**src/rtl/cc_goalwriter.sv**
```systemverilog
// cc_goalwriter: goal-row bookkeeping for the frog game.
// Tracks which goal slots are filled, pulses accept/reject per arrival,
// and runs an end-of-level sequence (optional blink, then a levelup pulse).
// Optional feature macro: CC_GOALWRITER_BLINK_EN enables the BLINK
// celebration state; without it a full row goes straight to DONE.
module cc_goalwriter #(
  parameter int NUMBER_DATAWIDTH = 8,
  parameter int BLINK_TICKS      = 4
) (
  input  logic                        CC_GOALWRITER_CLOCK_50,
  input  logic                        CC_GOALWRITER_RESET_InHigh,
  input  logic                        CC_GOALWRITER_arrive_InLow,
  input  logic [2:0]                  CC_GOALWRITER_column_InBus,
  input  logic                        CC_GOALWRITER_tick_InHigh,
  input  logic                        CC_GOALWRITER_clear_InLow,
  output logic [NUMBER_DATAWIDTH-1:0] CC_GOALWRITER_BACKGMATRIX_data7_OutBus,
  output logic                        CC_GOALWRITER_accept_OutHigh,
  output logic                        CC_GOALWRITER_reject_OutHigh,
  output logic [3:0]                  CC_GOALWRITER_count_OutBus,
  output logic                        CC_GOALWRITER_busy_OutHigh,
  output logic                        CC_GOALWRITER_levelup_OutHigh
);

  typedef enum logic [1:0] {
    FILL  = 2'd0,
    BLINK = 2'd1,
    DONE  = 2'd2
  } state_t;

  state_t                      state, nxt_state;
  logic [NUMBER_DATAWIDTH-1:0] row, nxt_row;
  logic [NUMBER_DATAWIDTH-1:0] nxt_bus;
  logic [NUMBER_DATAWIDTH-1:0] slot;
  logic [3:0]                  count, nxt_count;
  logic                        arrive_q;
  logic                        arrival;
  logic                        col_valid;
  logic                        row_full;
  logic                        nxt_accept, nxt_reject, nxt_levelup;

`ifdef CC_GOALWRITER_BLINK_EN
  localparam int TW = (BLINK_TICKS < 1) ? 1 : $clog2(BLINK_TICKS + 1);
  logic          phase, nxt_phase;
  logic [TW-1:0] tick_cnt, nxt_tick_cnt;
`else
  localparam int UNUSED_BLINK_TICKS = BLINK_TICKS;
  logic unused_tick;
  assign unused_tick = CC_GOALWRITER_tick_InHigh;
`endif

  // A falling edge on the active-low arrive line is one arrival; holding it low counts once.
  assign arrival   = !CC_GOALWRITER_arrive_InLow && arrive_q;
  assign col_valid = int'(CC_GOALWRITER_column_InBus) < NUMBER_DATAWIDTH;
  assign slot      = NUMBER_DATAWIDTH'(1) << CC_GOALWRITER_column_InBus;
  assign row_full  = &row;

  // Next-state and next-output computation; clear overrides every state and any arrival.
  always_comb begin
    nxt_state   = state;
    nxt_row     = row;
    nxt_count   = count;
    nxt_accept  = 1'b0;
    nxt_reject  = 1'b0;
    nxt_levelup = 1'b0;
`ifdef CC_GOALWRITER_BLINK_EN
    nxt_phase    = phase;
    nxt_tick_cnt = tick_cnt;
`endif
    if (!CC_GOALWRITER_clear_InLow) begin
      nxt_state = FILL;
      nxt_row   = '0;
      nxt_count = 4'd0;
`ifdef CC_GOALWRITER_BLINK_EN
      nxt_phase    = 1'b1;
      nxt_tick_cnt = '0;
`endif
    end else begin
      case (state)
        FILL: begin
          if (row_full) begin
`ifdef CC_GOALWRITER_BLINK_EN
            nxt_state    = BLINK;
            nxt_phase    = 1'b1;
            nxt_tick_cnt = '0;
`else
            nxt_state   = DONE;
            nxt_levelup = 1'b1;
`endif
          end else if (arrival && col_valid) begin
            if ((row & slot) != '0) begin
              nxt_reject = 1'b1;
            end else begin
              nxt_row    = row | slot;
              nxt_count  = count + 4'd1;
              nxt_accept = 1'b1;
            end
          end
        end
`ifdef CC_GOALWRITER_BLINK_EN
        BLINK: begin
          if (CC_GOALWRITER_tick_InHigh) begin
            nxt_phase    = !phase;
            nxt_tick_cnt = tick_cnt + TW'(1);
            if (tick_cnt == TW'(BLINK_TICKS - 1)) begin
              nxt_state   = DONE;
              nxt_levelup = 1'b1;
            end
          end
        end
`endif
        DONE: begin
          nxt_state = FILL;
          nxt_row   = '0;
          nxt_count = 4'd0;
`ifdef CC_GOALWRITER_BLINK_EN
          nxt_phase    = 1'b1;
          nxt_tick_cnt = '0;
`endif
        end
        default: begin
          nxt_state = FILL;
        end
      endcase
    end
`ifdef CC_GOALWRITER_BLINK_EN
    nxt_bus = nxt_phase ? nxt_row : '0;
`else
    nxt_bus = nxt_row;
`endif
  end

  // State and all outputs are registered together so every output is glitch-free.
  always_ff @(posedge CC_GOALWRITER_CLOCK_50 or posedge CC_GOALWRITER_RESET_InHigh) begin
    if (CC_GOALWRITER_RESET_InHigh) begin
      state                                  <= FILL;
      row                                    <= '0;
      count                                  <= 4'd0;
      arrive_q                               <= 1'b1;
      CC_GOALWRITER_BACKGMATRIX_data7_OutBus <= '0;
      CC_GOALWRITER_accept_OutHigh           <= 1'b0;
      CC_GOALWRITER_reject_OutHigh           <= 1'b0;
      CC_GOALWRITER_count_OutBus             <= 4'd0;
      CC_GOALWRITER_busy_OutHigh             <= 1'b0;
      CC_GOALWRITER_levelup_OutHigh          <= 1'b0;
`ifdef CC_GOALWRITER_BLINK_EN
      phase                                  <= 1'b1;
      tick_cnt                               <= '0;
`endif
    end else begin
      state                                  <= nxt_state;
      row                                    <= nxt_row;
      count                                  <= nxt_count;
      arrive_q                               <= CC_GOALWRITER_arrive_InLow;
      CC_GOALWRITER_BACKGMATRIX_data7_OutBus <= nxt_bus;
      CC_GOALWRITER_accept_OutHigh           <= nxt_accept;
      CC_GOALWRITER_reject_OutHigh           <= nxt_reject;
      CC_GOALWRITER_count_OutBus             <= nxt_count;
      CC_GOALWRITER_busy_OutHigh             <= (nxt_state != FILL);
      CC_GOALWRITER_levelup_OutHigh          <= nxt_levelup;
`ifdef CC_GOALWRITER_BLINK_EN
      phase                                  <= nxt_phase;
      tick_cnt                               <= nxt_tick_cnt;
`endif
    end
  end

endmodule

```
**config.mk**
```make
export PLATFORM = sky130hd
export DESIGN_NAME = cc_goalwriter
export DESIGN_NICKNAME = d
export VERILOG_FILES = /design/src/rtl/cc_goalwriter.sv
export SDC_FILE = /design/constraint.sdc
export NUM_CORES = 1
export LEC_CHECK = 0
export CAP_MARGIN = 20
export CORE_MARGIN = 3
export CORE_UTILIZATION = 30
export DETAILED_ROUTE_END_ITERATION = 8
export PLACE_DENSITY = 0.67
export REMOVE_ABC_BUFFERS = 1
export SLEW_MARGIN = 15
export SYNTH_ARGS = -nofsm -noshare
export SYNTH_HDL_FRONTEND = slang
export SYNTH_SLANG_ARGS = --single-unit
```
**constraint.sdc**
```tcl
create_clock -name CC_GOALWRITER_CLOCK_50 -period 1.65 [get_ports CC_GOALWRITER_CLOCK_50]
set_input_delay 0.33 -clock CC_GOALWRITER_CLOCK_50 [delete_from_list [all_inputs] [get_ports CC_GOALWRITER_CLOCK_50]]
set_output_delay 0.33 -clock CC_GOALWRITER_CLOCK_50 [all_outputs]
set_load 0.005 [all_outputs]
```
==> results.md, run 1 <==
- Summing all non-filler instances in the final layout gives an area of 1480 um^2.
- The launching point of the worst reg2reg path is row[3].
- The final standard cell utilization of the core is 0.520.
- The largest fanout on the critical path is 4.
- The worst-margin pin slew is 794 ps.
- Traced cell by cell, the critical path runs through mux4_2 -> mux2_4 -> buf_12 -> or4_4 -> a21oi_2.
- The sequential cell area is 477 um^2.
- The total area inside the core boundary comes to 2850 um^2.
- The fmax is 524 MHz.
- The maximum vdd ir drop is 0.439 mV.
- The final setup TNS is -1940 ps.
- After detailed routing, the number of remaining DRC violations is 0.
- The initialized floorplan defines 19 standard-cell rows.
- The synthesized netlist occupies a cell area of 932 um^2.
- The worst setup path is launched from a register.
- For this design the top-level I/O count stands at 24.
- The cell count after synthesis is 80.
- The via count of the first global-routing pass came to 838.
- The cell area reported after detailed placement is 1360 um^2.
- The endpoint identified for the worst register-to-register timing path is count[2].
- The vertical die dimension is 61.7 um.
- For the worst setup path, the data required time is 1880 ps.
- The critical setup path kind is reg -> reg.
- Dividing the detail-routed wire length by the instance count gives 14.6 um.
- The worst reg-to-reg path cell count is 5.
- The wire-length estimate of the detail-placed layout is about 1.7 mm.
- Entering global routing, the biggest net connects 20 pins.
- The total global routing overflow is 0.
- The post-CTS clock slew at the launch and capture registers of the worst setup and hold paths is 110 ps.
- After synthesis, the mean cell area works out to 11.7 um^2.
- The setup slack of the most critical reg-to-reg path is -260 ps.
- Across every metal layer, demand over resource in global routing totals 0.127.
- The worst-case clock buffer depth is 2.
- The final max-slew violation count is 0.
- Of the available clock period, the critical path in the final layout requires 1.16.
- The area added between synthesis and finish is 59.2%.
- The routed metal-1 wirelength is 1.00 mm.
- The total wire length is 2.33 mm.
- The cell area power density is 566 nW/um^2.
- The number of filler instances in the final layout is 263.
- For the worst-skew pair, the clock arrives at the later sink with an insertion delay of approximately 300 ps.
- Setup repair after global routing could not meet its margin everywhere.
- The clock skew is 1.23 ps.
- The clock root buffer master is clkbuf_4.
- The routed wire length on met3 is 109 um.
- TritonCTS built the clock tree.
- TritonCTS created 3 clock buffers.
- The mean number of vias per cell is 5.14.
- The delay of the slowest cell on the worst path is between 400 and 500 ps.
- The detailed-route via count is 823.
- The number of max-cap violations is 0.
- The level count of the clock H-tree is 1.
- Detailed routing placed a total of about 1.2 mm of wire on met2.
- In the final design database the tool counted 139 nets.
- Synthesis inferred 19 register bits.
- The setup violation total in the final timing report is 13.
- For this configuration, the core starts out at a cell density of 0.327.
- Across all hold checks on the routed design, the worst slack comes to 340 ps.
- The fraction of layout cells with a size suffix above 1 is 0.364.
- The final critical-path required period is 1910 ps.
- The number of warnings issued by yosys is 0.
- The starting DRC count in detailed routing is 12.
- The proportion of synthesized chip area in sequential cells is 0.511.
- The detailed-router iteration count before antenna repair is 4.
- The multi-input combinational cells in the finished layout cover a total of 465 um^2.
- Clock tree synthesis found a total of 19 sinks.
- The slowest library cell on the worst path is mux4_2.
- The number of antenna violations at the first check in global routing is 0.
- The highest metal layer used by the detailed router is met4.
- At the worst endpoint, the arrival time is ~2100 ps.
- In the post-route analysis, the smallest setup slack over all paths is -260 ps.
- The analysis attributes to cell leakage a power of 0.786 nW.
- Buffers placed on the I/O ports in this run total 22.
- The global-route wire length before repair is 3.62 mm.
- The total power of the final layout is 0.840 mW.
- The final reports fail on negative setup slack.
- The flow ran to the end, but the final reports show violations.
- The critical path endpoint category is a register.
- The tightest slew margin relative to the limit is 0.465.
- The path category of the worst min-delay check is in -> async.
- The congestion estimate from routability-driven global placement came to 0.813.
- The number of hold violations in the final report was 0.
- The floorplan step set the die width to 61.7 um.
- The post-synthesis cell type count is 28.
- The remaining antenna violation count after routing is 0.
- The number of antenna diodes in the final layout is 0.
- The total die area is about 3800 um^2.
[cell type report]
| cell class | instances | area share |
|---|---|---|
| clock buffers | 4 | 0.0177 |
| inverters | 4 | 0.0101 |
| multi-input cells | 54 | 0.314 |
| flip-flops and latches | 19 | 0.321 |
| well taps | 31 | 0.0261 |
| repair buffers | 48 | 0.311 |
[per-layer routing]
metal / track usage / vias to the layer above
met3: 0.0413 / 4
met5: 0 / -
met1: 0.149 / 402
met2: 0.226 / 20
li1: - / 397
met4: 0.0242 / 0
[worst max-delay path: cells and delay by family, from the launching register on]
family          cells  cell delay [ps]
mux                 2              750
compound gates      1              140
simple gates        1              410
flops               1              410
buf+inv             1              130
[worst max path at each step]
| stage | from | to | slack [ps] | cells past startpoint |
|---|---|---|---|---|
| final | row[3] | count[2] | -260 | 5 |
| after global placement | CC_GOALWRITER_column_InBus[0] | row[1] | -930 | 5 |
| after detailed placement | CC_GOALWRITER_column_InBus[0] | row[3] | -980 | 5 |
| after floorplan | state[0] | row[1] | -280 | 4 |
| after CTS | row[3] | count[2] | -250 | 5 |
| after global routing | row[3] | count[2] | -320 | 5 |
[cell families after synthesis]
kind of cell,synth area share
and+or+nand+nor,0.177
DFF,0.511
AOI/OAI and AO/OA,0.183
buffers and inverters,0.0362
muxes,0.0752
adders and majority gates,0.0134
other,0.00402
[report_power, final]
group / switching (mW) / internal (mW)
clock: 0.149 / 0.0941
sequential: 0.00463 / 0.474
combinational: 0.0601 / 0.0585
total: 0.214 / 0.626
[per-stage QoR]
stage / instances / worst slack (ps)
floorplan: 77 / -280
global placement: 152 / -928
detailed placement: 152 / -985
global route: 160 / -321
CTS: 156 / -245
finish: 160 / -260
[synth_stat cells]
cell | n | area (um^2)
inv_1 | 4 | 15.0
buf_6 | 1 | 11.3
or2_1 | 1 | 6.26
or4_1 | 4 | 30.0
o21a_1 | 1 | 7.51
ha_1 | 1 | 12.5
nand4_1 | 2 | 12.5
mux2_4 | 1 | 15.0
o211ai_1 | 2 | 15.0
nor3b_1 | 2 | 15.0
o21ai_1 | 3 | 15.0
nand3_1 | 1 | 5.00
nor3_1 | 4 | 20.0
o211a_1 | 1 | 10.0
nor2_1 | 1 | 3.75
dfrtp_1 | 18 | 450
mux2i_1 | 1 | 10.0
nand2b_1 | 3 | 18.8
o31ai_1 | 2 | 15.0
mux4_2 | 2 | 45.0
a21oi_1 | 1 | 5.00
o41ai_2 | 6 | 97.6
o21ai_0 | 1 | 5.00
dfstp_2 | 1 | 26.3
or3b_1 | 1 | 8.76
nand2_1 | 12 | 45.0
clkbuf_1 | 2 | 7.51
conb_1 | 1 | 3.75
[placed cells by master (no fill, tap or decap), types with 3 or more instances in the layout]
master | synthesis | routed
buf_4 | 0 | 23
dfrtp_1 | 18 | 18
clkdlybuf4s50_1 | 0 | 13
nand2_1 | 12 | 12
dlymetal6s2s_1 | 0 | 7
o41ai_2 | 6 | 6
inv_1 | 4 | 4
or4_1 | 4 | 3
nand2b_1 | 3 | 3
nor3_1 | 4 | 3
clkbuf_4 | 0 | 3
[what timing repair did]
action,4_1_cts,5_1_grt
setup buffers,0,4
hold buffers,0,0
pin swaps,7,2
setup endpoints to repair,14,21
gates resized for setup,8,13
[registers in the layout (all words and copies together), names as in the netlist]
name                           cells
arrive_q                           1
CC_GOALWRITER_levelup_OutHigh      1
CC_GOALWRITER_accept_OutHigh       1
row                                8
CC_GOALWRITER_reject_OutHigh       1
count                              4
state                              2
CC_GOALWRITER_busy_OutHigh         1
Note: power is estimated with default switching activity, not from simulation.
==> inputs of run 2 (changes only) <==
--- a/config.mk
+++ b/config.mk
@@ -11,7 +11,7 @@
 export DETAILED_ROUTE_END_ITERATION = 8
 export PLACE_DENSITY = 0.67
 export REMOVE_ABC_BUFFERS = 1
-export SLEW_MARGIN = 15
+export SLEW_MARGIN = 20
 export SYNTH_ARGS = -nofsm -noshare
 export SYNTH_HDL_FRONTEND = slang
 export SYNTH_SLANG_ARGS = --single-unit
==> results of run 2 <==
Same layout as run 1: the final DEF is identical, and so are final timing and power.
==> inputs of run 3 (changes only) <==
--- a/config.mk
+++ b/config.mk
@@ -7,9 +7,9 @@
 export LEC_CHECK = 0
 export CAP_MARGIN = 20
 export CORE_MARGIN = 3
-export CORE_UTILIZATION = 30
+export CORE_UTILIZATION = 34
 export DETAILED_ROUTE_END_ITERATION = 8
-export PLACE_DENSITY = 0.67
+export PLACE_DENSITY = 0.71
 export REMOVE_ABC_BUFFERS = 1
 export SLEW_MARGIN = 20
 export SYNTH_ARGS = -nofsm -noshare
==> constraint.sdc (replaced) <==
create_clock -name CC_GOALWRITER_CLOCK_50 -period 2.15 [get_ports CC_GOALWRITER_CLOCK_50]
set_input_delay 0.43 -clock CC_GOALWRITER_CLOCK_50 [delete_from_list [all_inputs] [get_ports CC_GOALWRITER_CLOCK_50]]
set_output_delay 0.43 -clock CC_GOALWRITER_CLOCK_50 [all_outputs]
set_load 0.005 [all_outputs]
==> run 3 against run 2 <==
Against the previous run:
- the flow now finishes without violations
- routed wire length decreased by 10%
- sequential power decreased by 23%
- core utilization decreased by 1.6 points
- cell count decreased by 10%
- global-route usage increased by 0.82 points
- count of clock-buffer cells in the layout unchanged
- combinational power decreased by 36%
- clock skew increased by 2.5 ps
- worst setup slack improved by 280 ps
- register-to-register slack improved by 400 ps
- critical path type is now in -> reg
==> results.md, run 3 (synthesis results as in run 1) <==
- The largest fanout on the critical path was 5 (+1).
- The setup slack at placement is -539 ps (+446 ps).
- The detailed-route via count is 768 (-6.7%).
- The final net count is 124 (-11%).
- The number of hold violations in the final report was 0 (unchanged).
- The number of placement rows was 18 (-1).
- The via count of the first global-routing pass was 817 (-2.5%).
- The vertical die dimension came to 58.4 um (-5.5%).
- The final max-slew violation count came to 0 (unchanged).
- The critical setup path kind is in -> reg.
- The count of port buffers added during placement came to 22 (unchanged).
- The worst reg-to-reg path cell count is 5 (unchanged).
- The setup violation total in the final timing report is 0 (-13).
- The global-route wire length before repair came to 3.46 mm (-4.4%).
- The routed wire length per instance is 14.5 um (-0.32%).
- The fmax is approximately 470 MHz.
- The net switching share of the total power is 0.242 (-0.0122).
- The total wire length is 2.09 mm (-10%).
- More flip-flops sit in one register than any other, and that register is row.
- The detailed-router iteration count before antenna repair is 4 (unchanged).
- The remaining antenna violation count after routing is 0 (unchanged).
- The starting DRC count in detailed routing was 12 (unchanged).
- The switching power total came to 0.151 mW (-29%).
- The boundary pin count is 24 (unchanged).
- The flip-flop count of the largest register, all copies and words added was 8 (unchanged).
- The worst register-to-register path ends at count[2].
- The library cell used most frequently in the layout, excluding fill and tap cells, is clkdlybuf4s50_1.
- The count of inserted antenna diode cells is 0 (unchanged).
- The clock tree from TritonCTS is built.
- The post-detailed-placement half-perimeter wirelength is 1.52 mm (-9.5%).
- The number of filler instances in the final layout is 240 (-8.7%).
- The maximum number of pins on one net before global-route repair is 20 (unchanged).
- The clock buffer count from CTS is 3 (unchanged).
- Tracing the worst setup path back leads to its startpoint at CC_GOALWRITER_column_InBus[1].
- The final worst slack is 23.5 ps (+284 ps).
- The final setup TNS came to 0 ps (+1940 ps).
- The clock network latency to the later pin of the worst-skew pair is 300 ps (about the same).
- The type of origin of the critical path is a primary input.
- The number of remaining DRC errors was 0 (unchanged).
- The area added between synthesis and finish is 37.6%.
- The standby leakage power is 0.560 nW (-29%).
- The number of max-cap violations is 0 (unchanged).
- The flow ran to the end, and the final reports show no timing, DRC or antenna violations.
- The final weighted congestion in routability-driven placement was 0.852 (+4.8%).
- The post-CTS repair timing setup buffer count is 0 (unchanged).
- The worst slack on hold paths came to 441 ps (+101 ps).
- The cell area power density is 486 nW/um^2 (-14%).
- The post-CTS clock slew at the launch and capture registers of the worst setup and hold paths came to 100 ps (about the same).
- The worst-case clock buffer depth is 2 (unchanged).
- In the layout the commonest cells are clkdlybuf4s50_1 (21), dfrtp_1 (18), nand2_1 (12), buf_4 (11), o41ai_2 (6).
- The number of clock sinks seen by CTS was 19 (unchanged).
- The total global routing overflow is 0 (unchanged).
- The starting density of the core is 0.366 (+0.0395).
- The end of the critical path is count[2].
- The setup slack of the most critical reg-to-reg path is 140 ps (+400 ps).
- Clock tree synthesis selected as its root buffer the cell clkbuf_4.
- In this run the worst hold path is classified as in -> async.
- The die boundary width is 58.4 um (-5.5%).
- The largest registers in the layout are row (8), count (4), state (2).
- The area of the core region is 2540 um^2 (-11%).
- The clock skew is 3.69 ps (+2.47 ps).
- The count of hold buffers inserted by post-cts repair is 0 (unchanged).
- The internal power contribution came to 0.472 mW (-25%).
- The launching point of the worst reg2reg path is row[3].
- The mean number of vias per cell came to 5.33 (+3.7%).
- The fraction of layout cells with a size suffix above 1 is 0.219 (-0.145).
- The endpoint arrival time on the critical path was 2350 ps (+210 ps).
- The final critical-path required period is 2130 ps.
- The global-route usage over all layers came to 0.135 (+0.00816).
- The total die area came to 3410 um^2 (-11%).
- The worst setup path is captured at a register.
- The final standard cell utilization of the core came to 0.504 (-0.0162).
- The number of antenna violations at the first check in global routing is 0 (unchanged).
- The relative contribution of combinational cells to total power is 0.122 (-0.019).
- The clock share of power is 0.286 (-0.004).
- The level count of the clock H-tree is 1 (unchanged).
- The maximum vdd ir drop is 0.434 mV (-1.1%).
- The relative contribution of sequential cells to total power is 0.592 (+0.023).
- The data required time at the worst endpoint was 2380 ps (+500 ps).
- Of the available clock period, the critical path in the final layout requires 0.989.
==> run 3: cell types whose count changed in the layout (fill, tap and decap cells not counted), moves of 2 or more <==
cell	delta
clkdlybuf4s50_1	+8
buf_12	-2
dlymetal6s2s_1	-7
o31ai_1	+2
buf_4	-12
==> run 3: layer usage <==
metal | track usage | part of all wire | vias to the layer above
met5 | 0 | 0 | -
met4 | 0.0629 | 0.014 | 0
met3 | 0.0417 | 0.066 | 4
met2 | 0.212 | 0.48 | 28
met1 | 0.169 | 0.44 | 370
li1 | - | - | 366
==> run 3: critical path: stages <==
cell and delay (ps):
clkdlybuf4s50_1 560, mux4_2 310, mux2_4 290, buf_4 150
or4_1 460, a21oi_1 150
==> run 3: stage by stage <==
stage / cell area, um^2 / instances / total power [mW]
after floorplan: 913 / 77 / 0.407
after global placement: 1250 / 140 / 0.450
after detailed placement: 1250 / 140 / 0.452
after CTS: 1280 / 144 / 0.634
after global routing: 1280 / 144 / 0.660
final: 1280 / 144 / 0.623
==> run 3: worst min-delay path by stage <==
stage | start | endpoint | depth (start not counted)
after detailed placement | row[6] | row[6] | 2
after global placement | row[6] | row[6] | 2
after floorplan | CC_GOALWRITER_RESET_InHigh | CC_GOALWRITER_accept_OutHigh | 1
after global routing | CC_GOALWRITER_RESET_InHigh | row[4] | 3
final | CC_GOALWRITER_RESET_InHigh | state[0] | 3
after CTS | CC_GOALWRITER_RESET_InHigh | CC_GOALWRITER_levelup_OutHigh | 3
==> run 3: power groups by stage <==
stage | clock network (mW) | registers, mW | logic (mW)
2_1_floorplan | 0 | 0.375 | 0.0321
3_3_place_gp | 0 | 0.375 | 0.0747
3_5_place_dp | 0 | 0.375 | 0.0764
4_1_cts | 0.189 | 0.369 | 0.0763
5_1_grt | 0.207 | 0.369 | 0.0834
6_report | 0.178 | 0.369 | 0.0762
==> run 3: timing repair <==
action | CTS | global route
pin swaps | 0 | 0
endpoints found under the setup margin | 13 | 5
resized for setup | 1 | 2
==> run 3: cell type report <==
type	instances	area, um^2	share of cell area
clock buffer	4	26.3	0.0205
inverter	4	15.0	0.0117
multi-input combinational	54	424	0.331
sequential	19	477	0.372
tap	30	37.5	0.0293
timing repair buffer	33	303	0.236
